<file path="src/rtl/voice_envelope_mixer.sv">
// Scales a time-multiplexed stream of voice samples by clamped ADSR envelopes and
// either mixes each frame into one saturated sample or passes every scaled voice through.
module voice_envelope_mixer #(
   parameter int unsigned DATA_WIDTH     = 16,
   parameter int unsigned ENVELOPE_WIDTH = 16,
   parameter int unsigned NUM_VOICES     = 4,
   parameter int unsigned SUM_SHIFT      = 2
) (
   input  logic                                                 clk,
   input  logic                                                 rst_n,
   input  logic                                                 mix_mode,
   input  logic                                                 s_valid,
   output logic                                                 s_ready,
   input  logic signed [DATA_WIDTH-1:0]                         s_audio,
   input  logic        [ENVELOPE_WIDTH-1:0]                     s_envelope,
   output logic                                                 m_valid,
   input  logic                                                 m_ready,
   output logic signed [DATA_WIDTH-1:0]                         m_data,
   output logic [((NUM_VOICES > 1) ? $clog2(NUM_VOICES) : 1)-1:0] m_voice,
   output logic                                                 m_sat
);

   localparam int unsigned VW = (NUM_VOICES > 1) ? $clog2(NUM_VOICES) : 1;
   localparam int unsigned PW = DATA_WIDTH + ENVELOPE_WIDTH + 1;
   localparam int unsigned SW = DATA_WIDTH + 1;
   localparam int unsigned AW = DATA_WIDTH + $clog2(NUM_VOICES) + 1;

   localparam logic [ENVELOPE_WIDTH-1:0] ENV_ONE  = {1'b1, {(ENVELOPE_WIDTH-1){1'b0}}};
   localparam logic signed [AW-1:0]      SAT_MAX  = {{(AW-DATA_WIDTH+1){1'b0}}, {(DATA_WIDTH-1){1'b1}}};
   localparam logic signed [AW-1:0]      SAT_MIN  = {{(AW-DATA_WIDTH+1){1'b1}}, {(DATA_WIDTH-1){1'b0}}};
   localparam logic [VW-1:0]             LAST_IDX = VW'(NUM_VOICES - 1);

   // Clamp to the signed output range; MSB of the result flags a clamp.
   function automatic logic [DATA_WIDTH:0] saturate(input logic signed [AW-1:0] x);
      if (x > SAT_MAX)
         return {1'b1, 1'b0, {(DATA_WIDTH-1){1'b1}}};
      else if (x < SAT_MIN)
         return {1'b1, 1'b1, {(DATA_WIDTH-1){1'b0}}};
      else
         return {1'b0, x[DATA_WIDTH-1:0]};
   endfunction

   logic                          en;
   logic                          accept;
   logic [VW-1:0]                 vcnt;
   logic                          frame_mode;
   logic                          first_c;
   logic                          last_c;
   logic                          mode_c;
   logic [ENVELOPE_WIDTH-1:0]     env_c;
   logic signed [PW-1:0]          product_c;
   logic signed [SW-1:0]          scaled_c;

   logic                          s1_valid;
   logic                          s1_first;
   logic                          s1_last;
   logic                          s1_mode;
   logic [VW-1:0]                 s1_voice;
   logic signed [SW-1:0]          s1_scaled;

   logic signed [AW-1:0]          acc;
   logic signed [AW-1:0]          acc_next_c;
   logic signed [AW-1:0]          mix_sum_c;
   logic [DATA_WIDTH:0]           sat_c;

   assign en      = !m_valid || m_ready;
   assign s_ready = en;
   assign accept  = s_valid && en;

   // Stage-1 datapath: envelope clamp, signed multiply, Q1 rescale.
   always_comb begin
      first_c   = (vcnt == '0);
      last_c    = (vcnt == LAST_IDX);
      mode_c    = first_c ? mix_mode : frame_mode;
      env_c     = (s_envelope > ENV_ONE) ? ENV_ONE : s_envelope;
      product_c = PW'(s_audio) * PW'($signed({1'b0, env_c}));
      scaled_c  = SW'(product_c >>> (ENVELOPE_WIDTH - 1));
   end

   // Stage-2 datapath: frame accumulation and output saturation.
   always_comb begin
      acc_next_c = (s1_first ? '0 : acc) + AW'(s1_scaled);
      mix_sum_c  = acc_next_c >>> SUM_SHIFT;
      sat_c      = s1_mode ? saturate(mix_sum_c) : saturate(AW'(s1_scaled));
   end

   always_ff @(posedge clk or negedge rst_n) begin
      if (!rst_n) begin
         vcnt       <= '0;
         frame_mode <= 1'b0;
         s1_valid   <= 1'b0;
         s1_first   <= 1'b0;
         s1_last    <= 1'b0;
         s1_mode    <= 1'b0;
         s1_voice   <= '0;
         s1_scaled  <= '0;
         acc        <= '0;
         m_valid    <= 1'b0;
         m_data     <= '0;
         m_voice    <= '0;
         m_sat      <= 1'b0;
      end else if (en) begin
         s1_valid <= accept;
         if (accept) begin
            vcnt      <= last_c ? '0 : vcnt + VW'(1);
            s1_first  <= first_c;
            s1_last   <= last_c;
            s1_mode   <= mode_c;
            s1_voice  <= vcnt;
            s1_scaled <= scaled_c;
            if (first_c)
               frame_mode <= mix_mode;
         end

         m_valid <= 1'b0;
         if (s1_valid) begin
            if (s1_mode) begin
               acc <= acc_next_c;
               if (s1_last) begin
                  m_valid <= 1'b1;
                  m_data  <= sat_c[DATA_WIDTH-1:0];
                  m_voice <= LAST_IDX;
                  m_sat   <= sat_c[DATA_WIDTH];
               end
            end else begin
               m_valid <= 1'b1;
               m_data  <= sat_c[DATA_WIDTH-1:0];
               m_voice <= s1_voice;
               m_sat   <= sat_c[DATA_WIDTH];
            end
         end
      end
   end

endmodule

</file>
<file path="config.mk">
export PLATFORM = sky130hd
export DESIGN_NAME = voice_envelope_mixer
export DESIGN_NICKNAME = d
export VERILOG_FILES = /design/src/rtl/voice_envelope_mixer.sv
export SDC_FILE = /design/constraint.sdc
export NUM_CORES = 1
export LEC_CHECK = 0
export CAP_MARGIN = 30
export CORE_MARGIN = 2
export CORE_UTILIZATION = 50
export DETAILED_ROUTE_END_ITERATION = 8
export GPL_TIMING_DRIVEN = 0
export PLACE_DENSITY = 0.68
export RECOVER_POWER = 100
export SYNTH_ARGS = -nofsm -noshare
export SYNTH_HDL_FRONTEND = slang
export SYNTH_SLANG_ARGS = --single-unit
</file>
<file path="constraint.sdc">
create_clock -name clk -period 4 [get_ports clk]
set_input_delay 0.8 -clock clk [delete_from_list [all_inputs] [get_ports clk]]
set_output_delay 0.8 -clock clk [all_outputs]
set_load 0.05 [all_outputs]
</file>
==> results.md <==
| Group | Quantity | Value |
|---|---|---|
| synth | Avg Synthesized Cell Area | 8.829 µm² |
| cells and area | Layout fillers | 2125 |
| clocking | CTS sink count | 64 |
| routing | WL/cell | 18.22 µm |
| setup path | Series of cell instances along the critical path | clkdlybuf4s50_1, buf_2, and2_1, fa_1, inv_1, fa_1, inv_1, fa_1, fa_1, fa_1, inv_1, fa_1, inv_2, ha_4, nand2_2, nor3_4, o2111ai_4, a31oi_4, a31o_4, a311oi_2, xor2_1, o21ai_1 |
| cells and area | Leading cell type in the layout, fill and taps excluded | sky130_fd_sc_hd__inv_1 |
| setup path | Cell type of the slowest stage on the worst timing path | sky130_fd_sc_hd__fa_1 |
| setup path | Largest stage delay on the critical path | 0.55 ns |
| grt | Maximum number of pins on one net before global-route repair | 65 |
| clocking | Clock-pin transition on the worst setup and hold timing paths | 0.05 ns |
| grt | Global-route wire length before repair | 53.07 mm |
| synth | Number of distinct library cell variants in the gate-level netlist after synthesis | 58 |
| routing | Total detailed-routing wirelength | 32.96 mm |
| setup path | Data arrival at the endpoint of the critical path | 6.85 ns |
| clocking | Clock tree from TritonCTS | built |
| clocking | Cts hold-fix bufs | 0 |
| place | DP Wirelength | 26.22 mm |
| place | Global placer's final weighted congestion | 0.9387 |
| grt | Initial antenna violation count | 0 |
| cells and area | Diodes inserted | 0 |
| clocking | Number of buffers added by the clock tree synthesis step | 9 |
| synth | Share of flip-flops with an asynchronous set or reset after synthesis | 100.0% |
| setup path | Cell type with the highest occurrence count on the critical path | sky130_fd_sc_hd__fa_1 |
| synth | Post-synthesis cell area | 12250 µm² |
| floorplanning | Vertical die dimension | 160.5 µm |
| setup path | Kind of start point of the critical path | input port |
| timing | Worst-case hold slack | 0.4754 ns |
| pwr | Power per standard cell area | 723.7 nW/µm² |
| synth | Yosys Warn Count | 0 |
| floorplanning | Initial core utilization | 50.65% |
| routing | Via count | 9960 |
| timing | Worst Clk Skew | 0.006255 ns |
| timing | # setup viols final | 20 |
| timing | Period minus WS final | 6.645 ns |
| timing | Worst-case setup margin in the final layout | -2.645 ns |
| cells and area | Post-layout util | 59.94% |
| setup path | Crit path buffers/inverters | 6 |
| timing | Period utilisation layout | 166.1% |
| grt | Overall global routing resource usage | 26.22% |
| cells and area | Multi-input gate area | 10010 µm² |
| pwr | Leakage power summed over all cells | 7.251 nW |
| floorplanning | Horiz. Die Dim | 160.5 µm |
| floorplanning | Number of standard-cell rows in the floorplan | 57 |
| routing | Detailed Route Iter0 Violations | 730 |
| grt | Via count of the first global-routing pass | 10230 |
| synth | Synthesis-stage register bit count | 64 |
| routing | First drt pass iteration count | 5 |
| routing | Detailed-route DRC error count | 0 |
| timing | RSZ-0062 raised after global routing | true |
| synth | Share of Yosys cell area claimed by the top area cell type | 31.72% |
| routing | Via-to-Cell Ratio | 5.506 |
| setup path | Critical path start-end classification | in -> reg |
| synth | Number of flops mapped to enable cells by yosys | 0 |
| cells and area | Share of final-layout standard cells stronger than drive strength 1 | 13.54% |
| timing | Worst Max-Slew Pin Slew | 1.636 ns |
| floorplanning | Placeable Area | 24180 µm² |
| grt | GRT overflow | 0 |
| synth | Share of synthesized area occupied by flip-flops and latches | 13.08% |
| flow run | # Max-Cap Violations | 1 |
| timing | Number of failing hold endpoints at the final stage | 0 |
| synth | Cell types occupying the most area after synthesis | sky130_fd_sc_hd__fa_1 32%, sky130_fd_sc_hd__ha_1 14%, sky130_fd_sc_hd__dfrtp_1 13%, sky130_fd_sc_hd__inv_1 7.6%, sky130_fd_sc_hd__and2_1 5.2% |
| outcome | Outcome | finished with violations |
| outcome | Violated checks | max-capacitance violations, max-slew violations, negative setup slack |
| timing | Relative slew margins | -9.059% |
| pwr | Pwr Total | 10.49 mW |
| synth | Leading register cell type out of synthesis | sky130_fd_sc_hd__dfrtp_1 |
| clocking | Clock root cell | sky130_fd_sc_hd__clkbuf_16 |
| clocking | Insertion delay of the later-clocked pin in the worst-skew pair | 0.34 ns |
| routing | Final ANT Viol Nets | 0 |
| cells and area | Final #Nets | 1845 |
| setup path | Crit path required time | 4.20 ns |
| timing | Fmax achieved | 150.5 MHz |
| clocking | Level count of the clock H-tree | 3 |
| place | Number of I/O port buffers | 57 |
| synth | Net count of the mapped netlist | 1752 |
| setup path | Critical path capture point type | flip-flop |
| floorplanning | Count of pins on the block boundary | 58 |
| clocking | Maximum buffer depth of the clock tree | 2 |
| cells and area | Footprint of the flip-flops and latches | 1602 µm² |
| synth | Biggest area consumer among synthesized cells | sky130_fd_sc_hd__fa_1 |
| cells and area | Area growth, synth to finish | 18.35% |
| floorplanning | Total die area | 25760 µm² |
| pwr | Worst vdd rail ir drop | 0.0004814 V |
| setup path | Largest fanout on the critical path | 10 |
| min path | Classification of the worst-slack hold path | reg -> reg |
| cells and area | Leading cell types in the layout, fill and taps excluded | 237 x sky130_fd_sc_hd__inv_1, 183 x sky130_fd_sc_hd__fa_1, 158 x sky130_fd_sc_hd__nand2_1, 123 x sky130_fd_sc_hd__ha_1, 99 x sky130_fd_sc_hd__and2_1 |
| synth | Syn Inst Count | 1387 |
| setup path | Cell family with the largest share of critical-path delay | adder cells |
| timing | Slew Limit Fails | 65 |
[per-layer routing]
layer | part of all wire [%] | GRT usage [%] | routed length, µm
met1 | 43 | 35.53 | 14110
met2 | 46 | 41.81 | 15210
met3 | 7.8 | 6.173 | 2573
met4 | 3.2 | 8.477 | 1060
met5 | 0 | 0 | 0
[final cells by class]
type	count	share of cell area (%)
multi-input combinational	1011	69.05
sequential	64	11.05
inverter	247	6.397
timing repair buffer	85	5.448
buffer	62	2.970
tap	324	2.797
clock buffer	10	1.649
clock inverter	6	0.6389
[registers in the layout (all words and copies together), names as in the netlist]
register   flops
m_valid        1
s1_mode        1
m_sat          1
s1_first       1
s1_last        1
s1_voice       2
s1_scaled     17
s1_valid       1
acc           19
m_data        16
vcnt           2
m_voice        2
[power breakdown]
group / internal [mW] / switching [mW] / total (mW)
sequential: 0.980 / 0.283 / 1.26
combinational: 3.55 / 4.81 / 8.36
clock: 0.564 / 0.302 / 0.866
[final timing paths]
path	start	end	slack (ns)	depth (start not counted)
worst min-delay path	acc[17]	acc[17]	0.48	2
worst max register to register	s1_first	m_data[2]	-0.13	12
worst min register to register	acc[17]	acc[17]	0.48	2
max in group asynchronous	rst_n	m_data[1]	2.15	1
worst max-delay path	s_audio[12]	s1_scaled[15]	-2.65	22
min in group asynchronous	rst_n	acc[15]	0.87	1
[stage by stage]
stage | instance area [µm²] | TNS [ns] | worst slack (ns) | instances
final | 14490 | -41.07 | -2.645 | 1809
after global routing | 14490 | -47.35 | -2.834 | 1809
after CTS | 14320 | -43.22 | -2.786 | 1804
after detailed placement | 13490 | -69.87 | -4.335 | 1768
after global placement | 13490 | -71.14 | -4.276 | 1768
after floorplan | 12510 | -37.69 | -2.556 | 1387
[worst reg2reg max path: stages (launching register included)]
cell and delay, ns:
sky130_fd_sc_hd__dfrtp_1 0.63, sky130_fd_sc_hd__clkbuf_1 0.53, sky130_fd_sc_hd__nor2b_1 0.11, sky130_fd_sc_hd__ha_1 0.34
sky130_fd_sc_hd__a21oi_1 0.13, sky130_fd_sc_hd__o21ai_0 0.17, sky130_fd_sc_hd__a2111oi_0 0.67, sky130_fd_sc_hd__a32oi_2 0.26
sky130_fd_sc_hd__mux2i_1 0.23, sky130_fd_sc_hd__and2_1 0.17, sky130_fd_sc_hd__buf_2 0.26, sky130_fd_sc_hd__a21oi_1 0.18
sky130_fd_sc_hd__a221o_1 0.34
[synthesized netlist by cell type, types with 4 or more instances]
cell type and number:
sky130_fd_sc_hd__inv_1 247, sky130_fd_sc_hd__fa_1 194, sky130_fd_sc_hd__nand2_1 169, sky130_fd_sc_hd__ha_1 134, sky130_fd_sc_hd__and2_1 102, sky130_fd_sc_hd__dfrtp_1 64, sky130_fd_sc_hd__clkbuf_1 61, sky130_fd_sc_hd__a21oi_1 54
sky130_fd_sc_hd__nor2_1 47, sky130_fd_sc_hd__o21ai_0 46, sky130_fd_sc_hd__and3_1 36, sky130_fd_sc_hd__nor2b_1 30, sky130_fd_sc_hd__xnor2_1 20, sky130_fd_sc_hd__nor3_1 19, sky130_fd_sc_hd__a21o_1 16, sky130_fd_sc_hd__xor2_1 15
sky130_fd_sc_hd__o21ai_1 14, sky130_fd_sc_hd__mux2_2 11, sky130_fd_sc_hd__nand2b_1 9, sky130_fd_sc_hd__maj3_1 8, sky130_fd_sc_hd__nand3_1 8, sky130_fd_sc_hd__nand4_1 8, sky130_fd_sc_hd__and4_1 6, sky130_fd_sc_hd__a2111oi_0 5
sky130_fd_sc_hd__a211oi_1 4, sky130_fd_sc_hd__a221o_1 4, sky130_fd_sc_hd__nor4_1 4, sky130_fd_sc_hd__o211ai_1 4
[what timing repair did]
action / CTS / global route
setup buffers: 21 / 7
resized for setup: 196 / 47
endpoints found under the setup margin: 24 / 32
pin swaps: 56 / 47
[kinds of logic (layout without fill, tap and decap cells)]
logic type | Yosys count | after routing | share of synthesized area, %
multiplexers | 14 | 14 | 1.257
flip-flops | 64 | 64 | 13.08
AO/OA/AOI/OAI | 178 | 178 | 9.114
XOR/XNOR | 35 | 35 | 2.503
AND/OR/NAND/NOR | 448 | 448 | 18.38
buffers and inverters | 312 | 410 | 9.605
adder cells (fa/ha/maj) | 336 | 336 | 46.06
No activity file was read; power rests on OpenSTA's default activity.
